`config.mk`:
```
export PLATFORM = sky130hd
export DESIGN_NAME = phase_gen_flat
export DESIGN_NICKNAME = d
export VERILOG_FILES = /design/src/rtl/phase_gen_if.sv /design/src/rtl/phase_gen.sv /design/src/flat_wrapper.sv
export SDC_FILE = /design/constraint.sdc
export NUM_CORES = 1
export LEC_CHECK = 0
export BUFFER_PORTS_ARGS = -buffer_cell sky130_fd_sc_hd__buf_2
export CORE_UTILIZATION = 30
export DETAILED_ROUTE_END_ITERATION = 12
export HOLD_SLACK_MARGIN = 0.08
export PLACE_DENSITY_LB_ADDON = 0.15
export SYNTH_ARGS = -nofsm -noshare
export SYNTH_HDL_FRONTEND = slang
export SYNTH_SLANG_ARGS = --single-unit
export TNS_END_PERCENT = 30
```
`constraint.sdc`:
```
create_clock -name i_clk -period 3.8 [get_ports i_clk]
set_clock_uncertainty 0.1 [all_clocks]
set_input_delay 0.38 -clock i_clk [delete_from_list [all_inputs] [get_ports i_clk]]
set_output_delay 0.38 -clock i_clk [all_outputs]
set_load 0.1 [all_outputs]
```
`src/rtl/phase_gen_if.sv`:
```
// phase_gen_if: burst request and phase-sample bus of phase_gen.
//   i_start/i_phase0/i_step/i_nsamp : burst request (requester -> generator)
//   o_phase/o_valid/o_last/o_busy   : phase samples and status (generator -> sincos)
// master = requester side, slave = phase_gen.
interface phase_gen_if #(
  parameter int PW = 16,
  parameter int CW = 16
);
  logic                 i_start;
  logic signed [PW-1:0] i_phase0;
  logic signed [PW-1:0] i_step;
  logic        [CW-1:0] i_nsamp;
  logic signed [PW-1:0] o_phase;
  logic                 o_valid;
  logic                 o_last;
  logic                 o_busy;

  modport master (
    output i_start, i_phase0, i_step, i_nsamp,
    input  o_phase, o_valid, o_last, o_busy
  );

  modport slave (
    input  i_start, i_phase0, i_step, i_nsamp,
    output o_phase, o_valid, o_last, o_busy
  );
endinterface

```
`src/rtl/phase_gen.sv`:
```
// phase_gen: emits a burst of i_nsamp phase samples, one per clock, starting at
// wrap(i_phase0) and advancing by sat(i_step). Phase is A(2,PW-3) radians kept
// in [-PI_Q, PI_Q). Feeds the sincos CORDIC stage directly.
// Ports:
//   i_clk  : clock
//   i_rstn : synchronous active-low reset
//   bus    : phase_gen_if.slave (start/phase0/step/nsamp in, phase/valid/last/busy out)
module phase_gen #(
  parameter int PW   = 16,
  parameter int CW   = 16,
  parameter int PI_Q = 25736
) (
  input  logic         i_clk,
  input  logic         i_rstn,
  phase_gen_if.slave   bus
);
  // Wrap arithmetic runs one bit wider so phase+step (up to +-2*pi) never overflows.
  localparam logic signed [PW:0] PI_X   = (PW+1)'(PI_Q);
  localparam logic signed [PW:0] TWO_PI = (PW+1)'(2*PI_Q);

  typedef enum logic {IDLE, RUN} state_t;

  state_t               state, state_nxt;
  logic                 load;
  logic signed [PW-1:0] phase_r, step_r;
  logic        [CW-1:0] cnt_r;
  logic signed [PW:0]   sum;

  // Single fold is exact: inputs are within +-2*pi of the target range.
  function automatic logic signed [PW-1:0] wrap(input logic signed [PW:0] s);
    logic signed [PW:0] r;
    if (s >= PI_X)       r = s - TWO_PI;
    else if (s < -PI_X)  r = s + TWO_PI;
    else                 r = s;
    return r[PW-1:0];
  endfunction

  // Clamping |step| to pi is what keeps the single-fold wrap exact.
  function automatic logic signed [PW-1:0] sat(input logic signed [PW-1:0] x);
    logic signed [PW:0] xe;
    xe = {x[PW-1], x};
    if (xe > PI_X)       xe = PI_X;
    else if (xe < -PI_X) xe = -PI_X;
    return xe[PW-1:0];
  endfunction

  assign sum = {phase_r[PW-1], phase_r} + {step_r[PW-1], step_r};

  always_ff @(posedge i_clk) begin
    if (!i_rstn) state <= IDLE;
    else         state <= state_nxt;
  end

  always_comb begin
    state_nxt = state;
    load      = 1'b0;
    case (state)
      IDLE: if (bus.i_start && bus.i_nsamp != '0) begin
        state_nxt = RUN;
        load      = 1'b1;
      end
      RUN:  if (cnt_r == CW'(1)) state_nxt = IDLE;
      default: state_nxt = IDLE;
    endcase
  end

  always_ff @(posedge i_clk) begin
    if (!i_rstn) begin
      phase_r <= '0;
      step_r  <= '0;
      cnt_r   <= '0;
    end else if (load) begin
      phase_r <= wrap({bus.i_phase0[PW-1], bus.i_phase0});
      step_r  <= sat(bus.i_step);
      cnt_r   <= bus.i_nsamp;
    end else if (state == RUN) begin
      phase_r <= wrap(sum);
      cnt_r   <= cnt_r - CW'(1);
    end
  end

  // All outputs decode registered state only; no input-to-output path.
  assign bus.o_phase = phase_r;
  assign bus.o_valid = (state == RUN);
  assign bus.o_busy  = (state == RUN);
  assign bus.o_last  = (state == RUN) && (cnt_r == CW'(1));
endmodule

```
`src/flat_wrapper.sv`:
```
// flat-port wrapper written by rule: the top's interface ports become plain ports
module phase_gen_flat 
#(
  parameter int PW   = 16,
  parameter int CW   = 16,
  parameter int PI_Q = 25736
)
  (i_clk, i_rstn, bus_i_start, bus_i_phase0, bus_i_step, bus_i_nsamp, bus_o_phase, bus_o_valid, bus_o_last, bus_o_busy);
  phase_gen_if #(.PW(PW), .CW(CW)) bus_i ();
  input  logic i_clk;
  input  logic i_rstn;
  input wire logic [$bits(bus_i.i_start)-1:0] bus_i_start;
  input wire logic [$bits(bus_i.i_phase0)-1:0] bus_i_phase0;
  input wire logic [$bits(bus_i.i_step)-1:0] bus_i_step;
  input wire logic [$bits(bus_i.i_nsamp)-1:0] bus_i_nsamp;
  output wire logic [$bits(bus_i.o_phase)-1:0] bus_o_phase;
  output wire logic [$bits(bus_i.o_valid)-1:0] bus_o_valid;
  output wire logic [$bits(bus_i.o_last)-1:0] bus_o_last;
  output wire logic [$bits(bus_i.o_busy)-1:0] bus_o_busy;
  assign bus_i.i_start = bus_i_start;
  assign bus_i.i_phase0 = bus_i_phase0;
  assign bus_i.i_step = bus_i_step;
  assign bus_i.i_nsamp = bus_i_nsamp;
  assign bus_o_phase = bus_i.o_phase;
  assign bus_o_valid = bus_i.o_valid;
  assign bus_o_last = bus_i.o_last;
  assign bus_o_busy = bus_i.o_busy;
  phase_gen #(.PW(PW), .CW(CW), .PI_Q(PI_Q)) u_core (.i_clk(i_clk), .i_rstn(i_rstn), .bus(bus_i));
endmodule
```
== After elaboration in Yosys (flattened, before gate mapping) ==
Index checks and enable logic that the tools add are counted.

* Register bits after elaboration: 49
* Bits in latches: 0
* RAM bits: 0
* ROM bits: 0
* Output and inout port bits: 19
* Logic and storage cells: 36
* Memories: 0

* Add/sub/neg operators: 6
* Multiply operators: 0
* Divide/modulo/power cells: 0
* Magnitude comparators: 6
* Equal/unequal tests: 1
* Shift operators: 0
* Multiplexer cells: 14
* Bitwise gates (word level): 1
* Reduce and logical (&&, ||, !) cells: 4

{| class="wikitable"
|+ Operator list
! cell !! number
|-
| $mux W16 || 10
|-
| $add A16 B15 Y16 const B || 2
|-
| $lt A16 B16 Y1 const B || 2
|-
| $sub A16 B15 Y16 const B || 2
|-
| $add A16 B16 Y17 || 1
|-
| $ge A17 B16 Y1 const B || 1
|-
| $lt A17 B16 Y1 const B || 1
|-
| $eq A16 B1 Y1 const B || 1
|-
| $ge A16 B16 Y1 const B || 1
|-
| $gt A16 B16 Y1 const B || 1
|-
| $reduce_bool A16 Y1 || 1
|-
| $sub A16 B1 Y16 const B || 1
|-
| $mux W1 || 3
|-
| $logic_and A1 B1 Y1 || 2
|-
| $pmux W1 S2 || 1
|-
| $reduce_bool A2 Y1 || 1
|-
| $not A1 Y1 || 1
|}

== Logic depth before layout (Yosys ltp) ==
* Depth after elaboration: 6
* Gate-level depth with buffers: 14
* Gate-level depth less buffers: 13

== Least setup slack after synthesis ==
OpenSTA, ideal clock, no wires.

* Path type: register to output
* Start: reg u_core.state, in the netlist u_core.bus.o_busy
* End: out bus_o_last
* Arrival time: 4.338 ns
* Setup slack: -1.018 ns
* Cell stages (with the launch flop): 4
* Path buffers: 0
* Cells stage by stage: dfxtp_1 -> nand2b_1 -> nor3b_1 -> nor4bb_1

* Cells in the longest elaborated chain, start to end: 1

{| class="wikitable"
|+ RTL lines
! element !! RTL line !! RTL
|-
| start: declaration || phase_gen.sv:23 || <nowiki>state_t state, state_nxt;</nowiki>
|-
| start signal: assignment || phase_gen.sv:51 || <nowiki>else state <= state_nxt;</nowiki>
|-
| $logic_and A1 B1 Y1 || phase_gen.sv:86 || <nowiki>assign bus.o_last = (state == RUN) && (cnt_r == CW'(1));</nowiki>
|-
| end: declaration || flat_wrapper.sv:18 || <nowiki>output wire logic [$bits(bus_i.o_last)-1:0] bus_o_last;</nowiki>
|}

No other way between the ends.

== Final worst setup path ==
* Start: reg u_core.phase_r[0], in the netlist u_core.bus.o_phase[0]
* End: reg u_core.phase_r[10], in the netlist u_core.bus.o_phase[10]

* Cells in the longest elaborated chain, start to end: 6
* Elaborated cells on any way between the ends: 9

{| class="wikitable"
|+ RTL lines
! element !! RTL line !! RTL
|-
| start: declaration || phase_gen.sv:25 || <nowiki>logic signed [PW-1:0] phase_r, step_r;</nowiki>
|-
| start signal: assignment || phase_gen.sv:73 || <nowiki>phase_r <= wrap({bus.i_phase0[PW-1], bus.i_phase0});</nowiki>
|-
| start signal: assignment || phase_gen.sv:77 || <nowiki>phase_r <= wrap(sum);</nowiki>
|-
| $add A16 B16 Y17 * || phase_gen.sv:47 || <nowiki>assign sum = {phase_r[PW-1], phase_r} + {step_r[PW-1], step_r};</nowiki>
|-
| $add A16 B15 Y16 or $lt A17 B16 Y1 (tied branches) || phase_gen.sv:33 || <nowiki>else if (s < -PI_X) r = s + TWO_PI;</nowiki>
|-
| $mux W16 || phase_gen.sv:33 ||
|-
| $mux W16 * || phase_gen.sv:32 || <nowiki>if (s >= PI_X) r = s - TWO_PI;</nowiki>
|-
| $mux W16 * || phase_gen.sv:76 || <nowiki>end else if (state == RUN) begin</nowiki>
|-
| $mux W16 * || phase_gen.sv:72 || <nowiki>end else if (load) begin</nowiki>
|}

Mark *: on every way between the ends. The rest lies on a longest branch, timed or not. The select of a mux whose other input is x is not followed.
A chain may end at the register's enable or synchronous reset.

==> flow_metrics.py <==
metrics = {
    "floorplanning": {
        "die_h_um": 124,
        "coreArea_um2": 14500,
        "die_area_um2": 15300,
        "ios": 70,
        "fp.dieW_um": 124,
        "std_cell_rows": 44,
        "initial_core_util": 0.307,
    },
    "final_layout": {
        "syn_to_final_growth_pct": 17.6,
        "antenna_cells": 0,
        "drive_gt1_frac": 0.227,
        "fin_nets": 737,
    },
    "detailed_routing": {
        "drt_wl_total_um": 14100,
        "avgViaCountPerCell": 5.50,
        "via_count": 4653,
        "first_pass_iters": 4,
        "drc": 0,
        "wl_per_cell_um": 16.7,
        "ant_nets": 0,
        "drt-initial-drc-count": 347,
    },
    "grt": {
        "grt.total_usage": 0.185,
        "grt_pass1_wl_um": 21900,
        "antenna_found_initial": 0,
        "grt_max_degree": 30,
        "grt_overflow": 0,
        "grt_pass1_vias": 4230,
    },
    "clock_network": {
        "cts_made_buffers": 5,
        "clk_pin_slew_ns": 0.08,
        "tritoncts": "built",
        "clock_latency_ns": 0.31,
        "cts.sinks": 49,
        "root_buffer": "clkbuf_16",
        "clockBufferDepth": 2,
        "holdBufCountCts": 0,
        "h-tree-depth": 2,
    },
    "synthesis": {
        "synth_ff_type": "dfxtp_1",
        "synth-edff-count": 0,
        "syn_nets": 665,
        "synth_seq_cells": 49,
        "synth_compound_area_frac": 0.327,
        "synth_top_family_by_area": "compound AO/OA/AOI/OAI gates",
        "synth-simple-area-share": 0.236,
        "syn-cell-area_um2": 4440,
        "synth.mux.area_fraction": 0.0116,
        "yosysWarningCount": 0,
        "synth.distinct_cells": 84,
        "synth.area.top_cells": "dfxtp_1 (22%), a21oi_1 (7.3%), ha_1 (6.8%), nor2_1 (6.6%), o21ai_0 (3.8%)",
        "synth_fa_ha_area_frac": 0.0721,
        "ys_seq_area_frac": 0.221,
        "netlist.top_cell.by_area": "dfxtp_1",
        "ys_async_sr_fraction": 0,
        "synth.most_common_cell": "nor2_1",
        "netlist.area_leader.share": 0.221,
        "synth.avg_cell_area_um2": 7.54,
        "synthCells": 589,
        "synthTopCellsByCount": "nor2_1 (78), a21oi_1 (65), dfxtp_1 (49)",
        "synth_xor_area_frac": 0.0654,
    },
    "outcome": {
        "status": "finished clean",
    },
    "sta": {
        "setup_slack_ns": 0.172,
        "timing.final.crit_share": 0.955,
        "relSlewSlack": 0.452,
        "tightest_slew_ns": 0.821,
        "timing.final.crit_period_ns": 3.63,
        "hold_viol_final": 0,
        "maxSlewViolCount": 0,
        "setup_viol": 0,
        "holdWs_ns": 0.242,
        "max_freq_mhz": 276,
    },
    "placement": {
        "port_buffers": 69,
        "pre_cts_ws_ns": 0.0395,
        "hpwl_um": 11000,
        "gp_congestion": 0.892,
    },
    "worst_setup_path": {
        "crit_path_end_kind": "flip-flop",
        "cp-start-kind": "flip-flop",
        "path_class": "flip-flop to flip-flop",
        "crit_fanout": 5,
        "cp_data_arrival_time_ns": 3.74,
        "critical_path_required_ns": 3.91,
    },
    "worst_hold_path": {
        "hold_class": "primary input to flip-flop",
    },
    "power_and_ir_drop": {
        "power_density_nw_per_um2": 493,
        "leakagePower_nw": 2.11,
        "ir_worst_vdd_mv": 0.167,
    },
    "flow_run": {
        "cap_violations": 0,
    },
}
[timing repair]
item / 4_1_cts / 5_1_grt
gates resized for setup: 1 / 5
pin swaps: 0 / 4
setup endpoints to repair: 2 / 12
buffers inserted: 0 / 5
[cell families (layout without fill, tap and decap cells)]
kind of cell,count (synthesis),in the layout
and+or+nand+nor,220,220
adders and majority gates,25,25
AOI/OAI and AO/OA,210,210
xor gates and xnor gates,28,28
muxes,5,5
DFF,49,49
buffers and inverters,52,125
[registers in the layout (all words and copies together) (netlist names)]
name,cells
u_core.bus.o_phase,16
u_core.cnt_r,16
u_core.step_r,16
u_core.bus.o_busy,1
[layer usage]
metal / wire (um) / global-route usage / vias to the layer above / share of wire
li1: - / - / 2338 / -
met1: 6730 / 0.261 / 2179 / 0.48
met2: 6350 / 0.284 / 117 / 0.45
met3: 666 / 0.0302 / 19 / 0.047
met4: 340 / 0.0640 / 0 / 0.024
met5: 0 / 0 / - / 0
[worst max-delay path: stages (launching register included)]
cell	delay [ns]
dfxtp_2	0.33
ha_1	0.22
fa_1	0.44
a211oi_4	0.29
o21bai_2	0.14
a211o_4	0.39
xnor2_4	0.23
a311oi_1	0.08
o41a_1	0.48
o21ai_4	0.22
buf_4	0.15
o32ai_2	0.08
xor2_1	0.15
a221oi_1	0.24
[per-stage QoR]
step                      instances  instance area [um2]  utilization  TNS (ns)  power [W]
after CTS                       841                 5140        0.355         0    0.00251
after global routing            846                 5220        0.361  -0.00349    0.00274
after detailed placement        833                 4990        0.345         0    0.00204
after global placement          833                 4990        0.345         0    0.00204
after floorplan                 589                 4450            -         0    0.00172
final                           846                 5220        0.361         0    0.00258
[final timing paths]
kind                            slack, ns                     end  cells past startpoint             startpoint
worst max register to register       0.17  u_core.bus.o_phase[10]                     13  u_core.bus.o_phase[0]
worst max-delay path                 0.17  u_core.bus.o_phase[10]                     13  u_core.bus.o_phase[0]
worst min register to register       0.36        u_core.step_r[0]                      2       u_core.step_r[0]
worst min-delay path                 0.24         u_core.cnt_r[9]                      3         bus_i_nsamp[9]
[report_power, final]
part           internal, W  total (W)  switching (W)  leakage [nW]
sequential        0.000576   0.000647      0.0000709         0.407
combinational     0.000544    0.00147       0.000923          1.64
clock             0.000245   0.000464       0.000218        0.0631
[final cells by class]
class                           instances  area, um2
Fill cell                            1547       9260
Multi-Input combinational cell        488       3200
Sequential cell                        49        987
Timing Repair Buffer                  101        598
Tap cell                              184        230
Clock buffer                            6        129
Inverter                               16       60.1
Clock inverter                          2       15.0
[cell usage in the layout (no fill, tap or decap), types with 6 or more instances in the layout]
cell type | Yosys | layout
nand3_1 | 20 | 20
ha_1 | 24 | 24
buf_4 | 2 | 31
a21oi_1 | 65 | 64
buf_2 | 3 | 69
nand2_1 | 45 | 45
inv_1 | 15 | 15
nand4_1 | 7 | 7
a211oi_1 | 17 | 17
nor4_1 | 6 | 6
nor3_1 | 21 | 21
a31oi_1 | 6 | 6
and3_1 | 6 | 6
nor2_1 | 78 | 78
xnor2_1 | 11 | 11
nand2b_1 | 9 | 9
xor2_1 | 14 | 14
a221oi_1 | 6 | 6
o21ai_0 | 34 | 34
a22oi_1 | 6 | 6
dfxtp_1 | 49 | 44
o211ai_1 | 8 | 8
Note: power is estimated with default switching activity, not from simulation.
